[config.mk]
export PLATFORM = sky130hd
export DESIGN_NAME = ps2_note_synth
export DESIGN_NICKNAME = d
export VERILOG_FILES = /design/src/rtl/ps2_note_synth.sv
export SDC_FILE = /design/constraint.sdc
export NUM_CORES = 1
export LEC_CHECK = 0
export ABC_AREA = 1
export BUFFER_PORTS_ARGS = -buffer_cell sky130_fd_sc_hd__buf_2
export CORE_ASPECT_RATIO = 1.2
export CORE_MARGIN = 10
export CORE_UTILIZATION = 47
export DETAILED_ROUTE_END_ITERATION = 7
export HOLD_SLACK_MARGIN = 0.05
export PLACE_DENSITY = 0.81
export SYNTH_ARGS = -nofsm -noshare
export SYNTH_HDL_FRONTEND = slang
export SYNTH_SLANG_ARGS = --single-unit
[constraint.sdc]
create_clock -name CLOCK_50 -period 1.8 [get_ports CLOCK_50]
set_input_delay 0.27 -clock CLOCK_50 [delete_from_list [all_inputs] [get_ports CLOCK_50]]
set_output_delay 0.27 -clock CLOCK_50 [all_outputs]
set_load 0.02 [all_outputs]
[src/rtl/ps2_note_synth.sv]
// PS/2 scan-code parser driving a monophonic square-wave tone generator (C4..C5).
// Latency: note state updates on the byte-strobe edge; channel samples are registered, one cycle behind note/polarity.
// Backpressure: none held; write_audio_out mirrors audio_out_allowed and the phase advances only on accepted samples.
//
// Ports:
//   CLOCK_50, reset (sync, active-high)
//   ps2_data[7:0] + ps2_data_en : received byte with one-cycle strobe
//   audio_out_allowed / write_audio_out : codec sample handshake
//   left/right_channel_audio_out[31:0] : signed sample, identical on both channels
//   note_active, note_index[2:0] : currently held note (0 = C4 .. 7 = C5)
module ps2_note_synth #(
    parameter logic [31:0] AMPLITUDE = 32'h1000_0000
) (
    input  logic        CLOCK_50,
    input  logic        reset,
    input  logic [7:0]  ps2_data,
    input  logic        ps2_data_en,
    input  logic        audio_out_allowed,
    output logic        write_audio_out,
    output logic [31:0] left_channel_audio_out,
    output logic [31:0] right_channel_audio_out,
    output logic        note_active,
    output logic [2:0]  note_index
);

    localparam logic [31:0] AMP_NEG = ~AMPLITUDE + 32'd1;

    typedef enum logic [1:0] {IDLE, BRK, EXT, EXT_BRK} state_t;

    state_t      state;
    state_t      state_nxt;
    logic        is_make;
    logic        is_brk;
    logic        key_hit;
    logic [2:0]  key_note;
    logic [6:0]  half_period;
    logic [6:0]  phase_cnt;
    logic        polarity;      // 0 = positive half-cycle
    logic [31:0] sample;
    logic        new_note;
    logic        end_note;
    logic        accept;

    // Parser state register
    always_ff @(posedge CLOCK_50) begin
        if (reset) begin
            state <= IDLE;
        end else begin
            state <= state_nxt;
        end
    end

    // Parser next state; extended sequences complete without raising make/break
    always_comb begin
        state_nxt = state;
        is_make   = 1'b0;
        is_brk    = 1'b0;
        if (ps2_data_en) begin
            case (state)
                IDLE: begin
                    if (ps2_data == 8'hF0)      state_nxt = BRK;
                    else if (ps2_data == 8'hE0) state_nxt = EXT;
                    else                        is_make   = 1'b1;
                end
                BRK: begin
                    is_brk    = 1'b1;
                    state_nxt = IDLE;
                end
                EXT: begin
                    state_nxt = (ps2_data == 8'hF0) ? EXT_BRK : IDLE;
                end
                EXT_BRK: begin
                    state_nxt = IDLE;
                end
                default: state_nxt = IDLE;
            endcase
        end
    end

    // Scan code to note
    always_comb begin
        key_hit  = 1'b1;
        key_note = 3'd0;
        case (ps2_data)
            8'h1C:   key_note = 3'd0;
            8'h1B:   key_note = 3'd1;
            8'h23:   key_note = 3'd2;
            8'h2B:   key_note = 3'd3;
            8'h34:   key_note = 3'd4;
            8'h33:   key_note = 3'd5;
            8'h3B:   key_note = 3'd6;
            8'h42:   key_note = 3'd7;
            default: key_hit  = 1'b0;
        endcase
    end

    // Half-period in samples at 48 kHz for the current note
    always_comb begin
        case (note_index)
            3'd0:    half_period = 7'd92;
            3'd1:    half_period = 7'd82;
            3'd2:    half_period = 7'd73;
            3'd3:    half_period = 7'd69;
            3'd4:    half_period = 7'd61;
            3'd5:    half_period = 7'd55;
            3'd6:    half_period = 7'd49;
            default: half_period = 7'd46;
        endcase
    end

    assign accept   = audio_out_allowed;
    // A repeat of the held note (typematic) must not restart the phase
    assign new_note = is_make && key_hit && (!note_active || (key_note != note_index));
    // Only releasing the most recently pressed key silences the tone
    assign end_note = is_brk && key_hit && note_active && (key_note == note_index);

    always_ff @(posedge CLOCK_50) begin
        if (reset) begin
            note_active <= 1'b0;
            note_index  <= 3'd0;
            phase_cnt   <= 7'd0;
            polarity    <= 1'b0;
            sample      <= 32'd0;
        end else begin
            sample <= note_active ? (polarity ? AMP_NEG : AMPLITUDE) : 32'd0;
            if (new_note) begin
                note_active <= 1'b1;
                note_index  <= key_note;
                phase_cnt   <= 7'd0;
                polarity    <= 1'b0;
            end else if (end_note || !note_active) begin
                note_active <= 1'b0;
                phase_cnt   <= 7'd0;
                polarity    <= 1'b0;
            end else if (accept) begin
                if (phase_cnt == half_period - 7'd1) begin
                    phase_cnt <= 7'd0;
                    polarity  <= ~polarity;
                end else begin
                    phase_cnt <= phase_cnt + 7'd1;
                end
            end
        end
    end

    assign write_audio_out         = audio_out_allowed;
    assign left_channel_audio_out  = sample;
    assign right_channel_audio_out = sample;

endmodule

==> reports/results.tsv <==
stage	metric	value	unit
synthesis	netlist_instances	263	
synthesis	ys.warnings.count	0	
finish	fin_nets	297	
finish	final_common_cell	nand2_1	
routing	ant_nets	0	
placed_design	place_congestion	0.9123	
finish	layout_common_cells	nand2_1, conb_1, nor2_1, inv_1, buf_2	
critical_path	cp_top_family	simple AND/OR/NAND/NOR gates	
finish	drive_gt1_share	16.96	%
die	core	0.003367	sq mm
synthesis	synth_area_per_cell	6.318	sq um
routing	drtIter0Drc	40	
pwr	pwr-share-seq	41.3	%
critical_path	required	1.99	ns
global_route	gr-total-overflow	0	
global_route	antenna_found_initial	0	
critical_path	worstPathCellList	nand2_1 -> nand2_1 -> xor2_1 -> nand2_1 -> nand3b_1 -> nor2_2 -> inv_2 -> nand2_1 -> nand2_1 -> nor2_1	
critical_path	start_kind	register	
critical_path	end_kind	register	
critical_path	cpPeakStageDelay	0.44	ns
routing	wl	3.461	mm
placed_design	dp_hpwl	2.998	mm
run	maxCapViolCount	0	
sta	timing.fmax	623.1	MHz
pwr	clkPwrFrac	37.0	%
die	die_y	85.13	um
clock_network	clkSinkCount	16	
critical_path	crit_slowest_cell	dfxtp_1	
critical_path	path_buf_inv	1	
synthesis	syn-cell-area	0.001662	sq mm
finish	areaGrowthSynthToFinish	-2.861	%
pwr	cellLeakagePower	0.0008658	uW
synthesis	synthFlopType	dfxtp_1	
global_route	grt_max_degree	10	
routing	drt_pass1_iterations	4	
sta	slew_headroom	63.91	%
clock_network	post_cts_buffers	0	
routing	num_vias	1420	
clock_network	clock_latency	0.25	ns
clock_network	clkTransAtPathRegs	0.06	ns
worst_hold_path	min_path_type	in -> reg	
global_route	grt_pass1_wl	5.685	mm
sta	grt_setup_unrepaired	false	
die	ios	81	
sta	hold_viol	0	
die	die_w	74.28	um
synthesis	yosysSeqAreaShare	19.28	%
sta	tightest_slew	0.5365	ns
routing	drcViolationCount	0	
pwr	irDropWorstVdd	0.2722	mV
critical_path	path_common_cell	nand2_1	
pwr	intPower	578.7	uW
sta	setup_viol	0	
pwr	power_switching	290.8	uW
clock_network	ctsResizeCount	0	
critical_path	worstPathArrival	1.80	ns
placed_design	place_ws	0.1299	ns
sta	finalMaxSlewViolations	0	
clock_network	cts.path.max_buffers	2	
clock_network	htreeDepth	1	
synthesis	synthArstFlopShare	0	%
pwr	swShare	33.44	%
clock_network	cts_made_buffers	3	
finish	n_antenna_cell	0	
clock_network	postCtsHoldBufs	0	
sta	fin_crit_sh	89.17	%
finish	fillers	368	
die	initial_utilization	49.35	%
clock_network	cts_root_buffer	clkbuf_8	
sta	fin_hold_ws	0.2004	ns
critical_path	path_class	reg -> reg	
global_route	grt.total_usage	10.61	%
global_route	grt_pass1_vias	1368	
synthesis	ys_ff_latch	16	
synthesis	synth.distinct_cells	26	
sta	fin_tns_setup	0	ns
routing	drt-vias-per-instance	4.438	
sta	fin_skew	0.004554	ns
pwr	power_density	538.7	mW/mm^2
die	fp-row-count	23	
sta	min_period	1.605	ns
placed_design	port_buffers	24	
die	fp.dieArea	0.006323	sq mm
status	status	finished, final reports clean	
sta	layout_setup_ws	0.1950	ns
routing	wl_per_cell	10.82	um
critical_path	crit_path_max_fanout	6	
synthesis	synth-edff-count	0	
pwr	combPwrFrac	21.6	%
clock_network	cts_tree	done	
-- metal layers --
| metal | vias to the layer above | global-route usage (%) | wire [um] |
|---|---|---|---|
| li1 | 746 | - | - |
| met1 | 618 | 10.53 | 1283 |
| met2 | 51 | 20.26 | 1858 |
| met3 | 5 | 3.030 | 281 |
| met4 | 0 | 3.000 | 37 |
| met5 | - | 0 | 0 |
-- sequential cells by signal (all words and copies together), names as in the netlist --
name and cells:
left_channel_audio_out 2, note_index 3, polarity 1, state 2
phase_cnt 7, note_active 1
-- per-stage QoR --
step,util (%),total power (uW),cells,area [sq um]
global placement,46.27,547.2,316,1558
detailed placement,46.27,548.8,316,1558
global route,47.94,916.7,320,1614
CTS,47.90,870.9,320,1613
floorplan,-,613.7,318,1868
finish,47.94,869.5,320,1614
-- synthesized netlist by cell type, drive strengths merged (2+ instances only) --
master	n	area (sq um)
a21oi	6	30.03
buf	64	484.2
dfxtp	16	320.3
inv	28	105.1
nand2	68	270.3
nand3	17	107.6
nand4	6	37.54
nor2	35	151.4
o211ai	2	15.01
o21ai	11	55.05
xor2	3	26.28
-- cell type report --
cell class | instances | area [sq um] | area share (%)
Multi-Input combinational cell | 210 | 958.4 | 59.38
Sequential cell | 16 | 321.6 | 19.92
Timing Repair Buffer | 25 | 127.6 | 7.907
Inverter | 28 | 105.1 | 6.512
Clock buffer | 4 | 55.05 | 3.411
Tap cell | 37 | 46.29 | 2.868
-- kinds of logic after synthesis --
logic type / count (synthesis) / synth area share, %
AOI/OAI and AO/OA: 20 / 6.400
buffers and inverters: 92 / 35.47
and+or+nand+nor: 130 / 36.30
DFF: 16 / 19.28
other: 1 / 0.2257
adders and majority gates: 1 / 0.7529
xor gates and xnor gates: 3 / 1.582
-- power by group through the flow --
stage / clock network, uW / registers (uW) / logic (uW)
finish: 322 / 359 / 188
global route: 349 / 359 / 208
CTS: 330 / 359 / 182
detailed placement: 0 / 367 / 182
global placement: 0 / 367 / 180
floorplan: 0 / 368 / 245
-- path summary, 6_finish.rpt --
| kind | from | endpoint | slack, ns | cells past startpoint |
|---|---|---|---|---|
| setup reg to reg | note_index[2] | polarity | 0.20 | 10 |
| hold / removal | reset | state[1] | 0.20 | 2 |
| hold reg to reg | polarity | left_channel_audio_out[30] | 0.47 | 2 |
| setup / recovery | note_index[2] | polarity | 0.20 | 10 |
(Power assumes the default switching activity.)
